$ cat config.mk
export PLATFORM = sky130hd
export DESIGN_NAME = risc_v_mike_uart_mmio_fifo
export DESIGN_NICKNAME = d
export VERILOG_FILES = /design/src/rtl/risc_v_mike_uart_mmio_fifo.sv
export SDC_FILE = /design/constraint.sdc
export NUM_CORES = 1
export LEC_CHECK = 0
export CORE_ASPECT_RATIO = 1.4
export CORE_MARGIN = 2
export CORE_UTILIZATION = 41
export CTS_CLUSTER_DIAMETER = 150
export DETAILED_ROUTE_END_ITERATION = 7
export PLACE_DENSITY = 0.63
export SYNTH_ARGS = -nofsm -noshare
export SYNTH_HDL_FRONTEND = slang
export SYNTH_SLANG_ARGS = --single-unit
export TNS_END_PERCENT = 1
$ cat constraint.sdc
create_clock -name clk -period 3.65 [get_ports clk]
set_clock_uncertainty 0.2 [all_clocks]
set_input_delay 0.365 -clock clk [delete_from_list [all_inputs] [get_ports clk]]
set_output_delay 0.365 -clock clk [all_outputs]
set_load 0.02 [all_outputs]
$ cat src/rtl/risc_v_mike_uart_mmio_fifo.sv
// Purpose: MMIO bridge between the core data port and UART TX/RX engines, with
//   TX/RX FIFOs, autonomous flag handshakes, sticky errors and a level irq.
// Ports: data_mmio_* (register access, combinational read data), tx_*/rx_* (UART
//   engine handshake), parity_error, irq (registered level); clk, rst (async, active-low).
module risc_v_mike_uart_mmio_fifo #(
  parameter int DATA_W   = 8,
  parameter int TX_DEPTH = 8,
  parameter int RX_DEPTH = 8
) (
  input  logic              clk,
  input  logic              rst,
  input  logic [31:0]       data_mmio_addr,
  input  logic              data_mmio_wr_addr_val,
  input  logic              data_mmio_rd_val,
  input  logic [31:0]       data_mmio_wr_data,
  output logic [31:0]       data_mmio_rd_data,
  output logic [DATA_W-1:0] tx_data,
  output logic              tx_send,
  input  logic              tx_flag,
  output logic              tx_flag_clr,
  input  logic [DATA_W-1:0] rx_data,
  input  logic              rx_flag,
  input  logic              parity_error,
  output logic              rx_flag_clr,
  output logic              irq
);

  localparam int TX_PW = $clog2(TX_DEPTH);
  localparam int TX_CW = $clog2(TX_DEPTH + 1);
  localparam int RX_PW = $clog2(RX_DEPTH);
  localparam int RX_CW = $clog2(RX_DEPTH + 1);

  localparam logic [31:0] A_TXDATA = 32'h00;
  localparam logic [31:0] A_RXDATA = 32'h04;
  localparam logic [31:0] A_STATUS = 32'h08;
  localparam logic [31:0] A_STCLR  = 32'h0C;
  localparam logic [31:0] A_IRQEN  = 32'h10;

  typedef enum logic [1:0] {T_IDLE, T_WAIT, T_CLR} tx_st_t;
  typedef enum logic {R_IDLE, R_CLR} rx_st_t;

  // FIFO storage and pointers
  logic [DATA_W-1:0] tx_mem_q [TX_DEPTH];
  logic [DATA_W-1:0] rx_mem_q [RX_DEPTH];
  logic [TX_PW-1:0]  tx_wp_q, tx_rp_q;
  logic [RX_PW-1:0]  rx_wp_q, rx_rp_q;
  logic [TX_CW-1:0]  tx_cnt_q, tx_cnt_d;
  logic [RX_CW-1:0]  rx_cnt_q, rx_cnt_d;

  tx_st_t            tx_st_q, tx_st_d;
  rx_st_t            rx_st_q, rx_st_d;
  logic [DATA_W-1:0] tx_dat_q, tx_dat_d;
  logic              tx_send_q, tx_send_d, tx_clr_q, tx_clr_d, rx_clr_q, rx_clr_d;
  logic              tx_ovf_q, tx_ovf_d, rx_ovf_q, rx_ovf_d, par_q, par_d;
  logic [2:0]        irq_en_q, irq_en_d;
  logic              irq_q, irq_d;

  logic tx_full, tx_empty, rx_full, rx_empty;
  logic tx_push_req, tx_push, tx_pop, rx_push_req, rx_push, rx_pop, stclr;

  assign tx_full  = (tx_cnt_q == TX_CW'(TX_DEPTH));
  assign tx_empty = (tx_cnt_q == '0);
  assign rx_full  = (rx_cnt_q == RX_CW'(RX_DEPTH));
  assign rx_empty = (rx_cnt_q == '0);

  assign tx_push_req = data_mmio_wr_addr_val && (data_mmio_addr == A_TXDATA);
  // A push into a full FIFO still lands if the same edge frees a slot
  assign tx_push     = tx_push_req && (!tx_full || tx_pop);
  assign rx_pop      = data_mmio_rd_val && (data_mmio_addr == A_RXDATA) && !rx_empty;
  assign rx_push     = rx_push_req && (!rx_full || rx_pop);
  assign stclr       = data_mmio_wr_addr_val && (data_mmio_addr == A_STCLR);

  // TX handshake: pop head into the holding register, then wait for done/clear
  always_comb begin
    tx_st_d   = tx_st_q;
    tx_dat_d  = tx_dat_q;
    tx_send_d = tx_send_q;
    tx_clr_d  = tx_clr_q;
    tx_pop    = 1'b0;
    case (tx_st_q)
      T_IDLE: if (!tx_empty) begin
        tx_pop    = 1'b1;
        tx_dat_d  = tx_mem_q[tx_rp_q];
        tx_send_d = 1'b1;
        tx_st_d   = T_WAIT;
      end
      T_WAIT: if (tx_flag) begin
        tx_send_d = 1'b0;
        tx_clr_d  = 1'b1;
        tx_st_d   = T_CLR;
      end
      T_CLR: if (!tx_flag) begin
        tx_clr_d = 1'b0;
        tx_st_d  = T_IDLE;
      end
      default: tx_st_d = T_IDLE;
    endcase
  end

  // RX handshake: one push per rx_flag assertion, then hold clear until flag drops
  always_comb begin
    rx_st_d     = rx_st_q;
    rx_clr_d    = rx_clr_q;
    rx_push_req = 1'b0;
    case (rx_st_q)
      R_IDLE: if (rx_flag) begin
        rx_push_req = 1'b1;
        rx_clr_d    = 1'b1;
        rx_st_d     = R_CLR;
      end
      R_CLR: if (!rx_flag) begin
        rx_clr_d = 1'b0;
        rx_st_d  = R_IDLE;
      end
      default: rx_st_d = R_IDLE;
    endcase
  end

  always_comb begin
    tx_cnt_d = tx_cnt_q + TX_CW'(tx_push) - TX_CW'(tx_pop);
    rx_cnt_d = rx_cnt_q + RX_CW'(rx_push) - RX_CW'(rx_pop);
    // Set terms are OR-ed after the clear so a same-cycle set wins
    tx_ovf_d = (tx_ovf_q && !(stclr && data_mmio_wr_data[6])) || (tx_push_req && !tx_push);
    rx_ovf_d = (rx_ovf_q && !(stclr && data_mmio_wr_data[5])) || (rx_push_req && !rx_push);
    par_d    = (par_q    && !(stclr && data_mmio_wr_data[7])) || (rx_push_req && parity_error);
    irq_en_d = irq_en_q;
    if (data_mmio_wr_addr_val && (data_mmio_addr == A_IRQEN)) irq_en_d = data_mmio_wr_data[2:0];
    // Sourced from current register state, so irq lags its condition by one cycle
    irq_d = |(irq_en_q & {tx_ovf_q || rx_ovf_q || par_q, tx_empty, !rx_empty});
  end

  always_comb begin
    data_mmio_rd_data = 32'hDEADBEEF;
    case (data_mmio_addr)
      A_TXDATA: data_mmio_rd_data = 32'h0;
      A_RXDATA: data_mmio_rd_data = rx_empty ? 32'h0 : 32'(rx_mem_q[rx_rp_q]);
      A_STATUS: data_mmio_rd_data = {8'h0, 8'(rx_cnt_q), 8'(tx_cnt_q), par_q, tx_ovf_q, rx_ovf_q,
                                     (tx_st_q != T_IDLE), rx_empty, rx_full, tx_empty, tx_full};
      A_STCLR:  data_mmio_rd_data = 32'h0;
      A_IRQEN:  data_mmio_rd_data = {29'h0, irq_en_q};
      default:  data_mmio_rd_data = 32'hDEADBEEF;
    endcase
  end

  always_ff @(posedge clk) begin
    if (tx_push) tx_mem_q[tx_wp_q] <= data_mmio_wr_data[DATA_W-1:0];
    if (rx_push) rx_mem_q[rx_wp_q] <= rx_data;
  end

  always_ff @(posedge clk or negedge rst) begin
    if (!rst) begin
      tx_wp_q <= '0; tx_rp_q <= '0; tx_cnt_q <= '0;
      rx_wp_q <= '0; rx_rp_q <= '0; rx_cnt_q <= '0;
      tx_st_q <= T_IDLE; rx_st_q <= R_IDLE;
      tx_dat_q <= '0; tx_send_q <= 1'b0; tx_clr_q <= 1'b0; rx_clr_q <= 1'b0;
      tx_ovf_q <= 1'b0; rx_ovf_q <= 1'b0; par_q <= 1'b0;
      irq_en_q <= '0; irq_q <= 1'b0;
    end else begin
      if (tx_push) tx_wp_q <= tx_wp_q + TX_PW'(1);
      if (tx_pop)  tx_rp_q <= tx_rp_q + TX_PW'(1);
      if (rx_push) rx_wp_q <= rx_wp_q + RX_PW'(1);
      if (rx_pop)  rx_rp_q <= rx_rp_q + RX_PW'(1);
      tx_cnt_q <= tx_cnt_d; rx_cnt_q <= rx_cnt_d;
      tx_st_q <= tx_st_d; rx_st_q <= rx_st_d;
      tx_dat_q <= tx_dat_d; tx_send_q <= tx_send_d; tx_clr_q <= tx_clr_d; rx_clr_q <= rx_clr_d;
      tx_ovf_q <= tx_ovf_d; rx_ovf_q <= rx_ovf_d; par_q <= par_d;
      irq_en_q <= irq_en_d; irq_q <= irq_d;
    end
  end

  assign tx_data     = tx_dat_q;
  assign tx_send     = tx_send_q;
  assign tx_flag_clr = tx_clr_q;
  assign rx_flag_clr = rx_clr_q;
  assign irq         = irq_q;

endmodule

# Word-level counts from Yosys, hierarchy flattened
# Memories as Yosys holds them, arrays and structs flattened. A register that Yosys moved wholly into a read port is not among the register bits.
# Cells that the tools add are included.
[totals] reg_bits=33 latchBits=0 mem_bits_rw=128 mem_bits_ro=0 input_bits=79 out_inout_bits=44 wordCells=111 memories=2
[mem_list] memory="rx_mem_q" words=8 width=8 rd=1 rd_clocked_by_memory_dff=0 write_ports=1 line="44" source="logic [DATA_W-1:0] rx_mem_q [RX_DEPTH];"
[mem_list] memory="tx_mem_q" words=8 width=8 rd=1 rd_clocked_by_memory_dff=1 write_ports=1 line="43" source="logic [DATA_W-1:0] tx_mem_q [TX_DEPTH];"
[op_classes] add_sub_neg=8 n_mul=0 div_mod_pow=0 order_cmp=0 eq_ne=13 n_shift=0 mux=23 n_bitwise=3 reduce_logical=46
[ops] operator="one-hot mux 32 bit (4 select lines)" count=1
[ops] operator="equality test 32 x 4 -> 1 bit, second input constant" count=2
[ops] operator="equality test 32 x 3 -> 1 bit, second input constant" count=1
[ops] operator="equality test 32 x 5 -> 1 bit, second input constant" count=1
[ops] operator="logical NOT 32 bit" count=1
[ops] operator="logical AND 1 bit" count=16
[ops] operator="two-way mux 1 bit" count=14
[ops] operator="adder 3 x 1 -> 3 bit, second input constant" count=4
[ops] operator="inequality test 2 bit, second input constant" count=5
[ops] operator="logical NOT 1 bit" count=9
[ops] operator="AND reduction 3 bit" count=3
[ops] operator="adder 4 x 1 -> 4 bit" count=2
[ops] operator="equality test 4 bit, second input constant" count=2
[ops] operator="logical NOT 4 bit" count=2
[ops] operator="two-way mux 8 bit" count=1
[ops] operator="subtractor 4 x 1 -> 4 bit" count=2
[ops] operator="logical OR 1 bit" count=7
[ops] operator="two-way mux 2 bit" count=3
[ops] operator="one-hot mux 1 bit (2 select lines)" count=3
[ops] operator="one-hot mux 2 bit (3 select lines)" count=1
[ops] operator="nonzero test 2 bit" count=3
[ops] operator="AND reduction 2 bit" count=2
[ops] operator="AND 3 bit" count=1
[ops] operator="OR reduction 3 bit" count=1
[ops] operator="5 further kinds" count=6

# Longest topological paths before layout
[logic_depth] depth_word=8 ltp_mapped=12 ltp_nobuf=12

# Worst setup path after synthesis
# No wires, ideal clock.
[synth_path] path_type="flip-flop to flip-flop" start="reg tx_cnt_q[2]" end="mem tx_mem_q[1][0] (enable)" t_arrival_ps=2490 slack_ps=562 path_stages_with_launch=7 n_path_buf=1 period_less_slack_ps=3088 cell_sequence="dfrtp_1 -> inv_1 -> ha_1 -> or3_1 -> a2111o_1 -> buf_2 -> nor4b_1"
[synth_between] elab_chain_len=7
[synth_rtl] element="from (decl)" line="47" source="logic [TX_CW-1:0] tx_cnt_q, tx_cnt_d;"
[synth_rtl] element="from (signal assigned)" line="163" source="tx_cnt_q <= tx_cnt_d; rx_cnt_q <= rx_cnt_d;"
[synth_rtl] element="logical NOT 4 bit" line="62" source="assign tx_empty = (tx_cnt_q == '0);"
[synth_rtl] element="two-way mux 1 bit" line="81" source="T_IDLE: if (!tx_empty) begin"
[synth_rtl] element="two-way mux 1 bit" line="80" source="case (tx_st_q)"
[synth_rtl] element="logical OR 1 bit (*)" line="68" source="assign tx_push = tx_push_req && (!tx_full || tx_pop);"
[synth_rtl] element="logical AND 1 bit (*)" line="68"
[synth_rtl] element="two-way mux 1 bit (*)" line="146" source="if (tx_push) tx_mem_q[tx_wp_q] <= data_mmio_wr_data[DATA_W-1:0];"
[synth_rtl] element="two-way mux 1 bit (not written as such) (*)" line="146"
[synth_rtl] element="to (decl)" line="43"
# Every way passes the cells marked *; elsewhere a longest branch is shown, timed or not.

# Worst setup path in the final report
[layout_path] start="in data_mmio_addr[13]" end="out data_mmio_rd_data[1]"
[layout_between] elab_chain_len=3
[layout_rtl] element="from (decl)" line="12" source="input logic [31:0] data_mmio_addr,"
[layout_rtl] element="equality test 32 x 4 -> 1 bit / logical NOT 32 bit (equally long branches)" line="134" source="case (data_mmio_addr)"
[layout_rtl] element="OR reduction 2 bit (no line)"
[layout_rtl] element="one-hot mux 32 bit (4 select lines) (*)" line="134"
[layout_rtl] element="to (decl)" line="16" source="output logic [31:0] data_mmio_rd_data,"
# Marks and branches as above.

==> impl_metrics.tcl <==
set metrics [dict create \
    critical_path_arrival_ns 3.04 \
    status "completed" \
    fin_area_um2 9420 \
    cap_violations 0 \
    syn_area_per_cell_um2 15.7 \
    synth_seq_cells 169 \
    placedCellCount 813 \
    grt_overflow_total 0 \
    hpwl_um 11700 \
    ys_types 55 \
    fin_nets 690 \
    num_vias 4508 \
    io_pins 123 \
    path_class "in -> out" \
    grt_pass1_wl_um 25700 \
    clk_latency_ns 0.43 \
    synth-async-reset-ratio 0.243 \
    synth-simple-area-share 0.0961 \
    initial_core_util 0.417 \
    tightest_slew_ns 1.04 \
    cts_root_buffer "clkbuf_16" \
    clk_pin_slew_worst_paths_ns 0.06 \
    antenna_found_initial 0 \
    portBuffers 93 \
    antennaDiodeCount 0 \
    leakagePower_nw 3.34 \
    period_needed_ns 3.60 \
    slew_headroom 0.306 \
    yosysWarnings 0 \
    synth_top_family_by_area "multiplexers" \
    routedWlPerCell_um 19.2 \
    synthMuxAreaShare 0.128 \
    cts_tree "yes" \
    gp_congestion 0.809 \
    drive_gt1_frac 0.196 \
    hold_viol 0 \
    area_delta_synth_final_pct 25.4 \
    row_count 58 \
    synthAdderAreaFrac 0.0320 \
    switching_power_w 0.00165 \
    dp_worst_setup_slack_ns 0.0505 \
    fp.dieH_um 164 \
    grt_max_degree 42 \
    clock_sinks 169 \
    synth_edf_count 128 \
    final-setup-viol-count 0 \
    post_cts_buffers 0 \
    p_int_w 0.00392 \
    rsz0062_at_grt "true" \
    report.final.slew_viol_count 0 \
    finalNonFillerCells 846 \
    vdd_drop_max_v 0.000389 \
    fin_ws_ns 0.0457 \
    core_area_um2 18000 \
    p_seq_frac 0.452 \
    seq_area_frac_synth 0.648 \
    clkPwrFrac 0.316 \
    cts_max_level 4 \
    dieArea_um2 19400 \
    drt-total-wl_um 16300 \
    swShare 0.296 \
    fin_crit_sh 0.987 \
    postPlaceCellArea_um2 8820 \
    die_w_um 118 \
    netlist_instances 478 \
    numCtsBuffers 17 \
    first_global_vias 4804 \
    syn_area_um2 7510 \
    hold_path_class "in -> reg" \
    route.detailed.drc 0 \
    crit_path_end_kind "output port" \
    clockBufferDepth 2 \
    crit_fanout 12 \
    combPwrFrac 0.233 \
    layout_commonest_cell "edfxtp_1" \
    vias_per_cell 5.33 \
    synth-compound-area-share 0.0446 \
    drt_first_iter_violations 261 \
    layout_common_cells "128 x edfxtp_1, 92 x clkdlybuf4s50_1, 41 x dfrtp_1" \
    ys.flop_type "edfxtp_1" \
    cp-start-kind "primary input" \
    synth-xor-area-share 0.0128 \
    first_pass_iters 4 \
    max_freq_ghz 0.277 \
    p_per_area_nw_per_um2 592 \
    cp.required_ns 3.08 \
    track_usage 0.175 \
    ant_nets 0 \
]
## power by group through the flow
stage	sequential, W	combinational, W	clock, W
3_5_place_dp	0.00256	0.00132	0
2_1_floorplan	0.00252	0.000888	0
6_report	0.00252	0.00130	0.00176
4_1_cts	0.00252	0.00132	0.00179
5_1_grt	0.00255	0.00145	0.00188
3_3_place_gp	0.00254	0.00127	0
## critical path: stages
cell	delay, ns
clkdlybuf4s50_1	0.44
or4_1	0.61
nor4_4	0.33
nand3_2	0.34
nand4b_1	0.36
clkdlybuf4s50_1	0.60
## sequential cells by signal, indices dropped and copies added, names as in the netlist
| name | cells |
|---|---|
| tx_rp_q | 3 |
| rx_cnt_q | 4 |
| par_q | 1 |
| rx_flag_clr | 1 |
| irq_en_q | 3 |
| tx_st_q | 2 |
| rx_wp_q | 3 |
| tx_data | 8 |
| rx_st_q | 1 |
| rx_ovf_q | 1 |
| tx_send | 1 |
| rx_rp_q | 3 |
| rx_mem_q | 64 |
| irq | 1 |
| tx_wp_q | 3 |
| tx_mem_q | 64 |
| tx_flag_clr | 1 |
| tx_ovf_q | 1 |
| tx_cnt_q | 4 |
## area by class of cell
cell class              count  area (um2)
multi-input cells         256        2380
repair buffers            130        1220
clock inverters            15         156
flip-flops and latches    169        4870
inverters                  19        71.3
fillers                  1549        8570
clock buffers              17         425
well taps                 240         300
## logic make-up (layout without fill, tap and decap cells)
| logic type | count (synthesis) | after routing |
|---|---|---|
| mux | 55 | 55 |
| compound gates | 48 | 48 |
| flops | 169 | 169 |
| buf+inv | 57 | 181 |
| other cells | 1 | 5 |
| xor+xnor | 11 | 11 |
| simple gates | 119 | 119 |
| fa+ha+maj | 18 | 18 |
## routing by layer
layer  share of wire  track usage
met5               0            0
met4           0.021       0.0725
met3           0.031       0.0365
met2            0.56        0.331
met1            0.39        0.190
## timing repair
action                                  in CTS  in global routing
resized for setup                            0                  2
hold buffers                                 1                  0
hold endpoints to repair                    41                  0
endpoints found under the setup margin       0                 10
## synthesized netlist by cell type, types with 6 or more instances
| cell | instances | area (um2) |
|---|---|---|
| mux4_2 | 32 | 721 |
| nor3_1 | 7 | 35.0 |
| nor4_1 | 21 | 131 |
| o21ai_0 | 16 | 80.1 |
| nor2_1 | 10 | 37.5 |
| inv_1 | 19 | 71.3 |
| mux2_2 | 9 | 101 |
| buf_2 | 7 | 35.0 |
| mux2i_1 | 14 | 140 |
| edfxtp_1 | 128 | 3840 |
| dfrtp_1 | 41 | 1030 |
| xor2_1 | 6 | 52.6 |
| buf_4 | 16 | 120 |
| nand2_1 | 21 | 78.8 |
| nand3_1 | 7 | 35.0 |
| a21o_1 | 8 | 60.1 |
| nand4_1 | 13 | 81.3 |
| clkbuf_1 | 12 | 45.0 |
| ha_1 | 16 | 200 |
| nand2b_1 | 6 | 37.5 |
## path summary, 6_finish.rpt
path                            slack (ns)  cells after the start                 endpoint             startpoint
worst max-delay path                  0.05                      6     data_mmio_rd_data[1]     data_mmio_addr[13]
worst min-delay path                  0.23                      1        rx_st_q$_DFF_PN0_                rx_flag
worst max register to register        0.63                     11    rx_cnt_q[2]$_DFF_PN0_  rx_cnt_q[2]$_DFF_PN0_
worst min register to register        0.27                      1  rx_flag_clr$_DFFE_PN0P_      rx_st_q$_DFF_PN0_
max in group asynchronous             2.13                      2        rx_st_q$_DFF_PN0_                    rst
min in group asynchronous             0.46                      2   tx_data[2]$_DFFE_PN0P_                    rst
## through the flow
stage | total power [W] | hold slack [ns] | utilization | setup TNS (ns)
after floorplan | 0.00340 | -0.131 | - | 0
after global placement | 0.00381 | 0.260 | 0.490 | 0
after detailed placement | 0.00388 | 0.265 | 0.490 | 0
after CTS | 0.00564 | 0.218 | 0.523 | 0
after global routing | 0.00588 | 0.226 | 0.524 | -0.126
final | 0.00557 | 0.234 | 0.524 | 0
(Power assumes the default switching activity.)
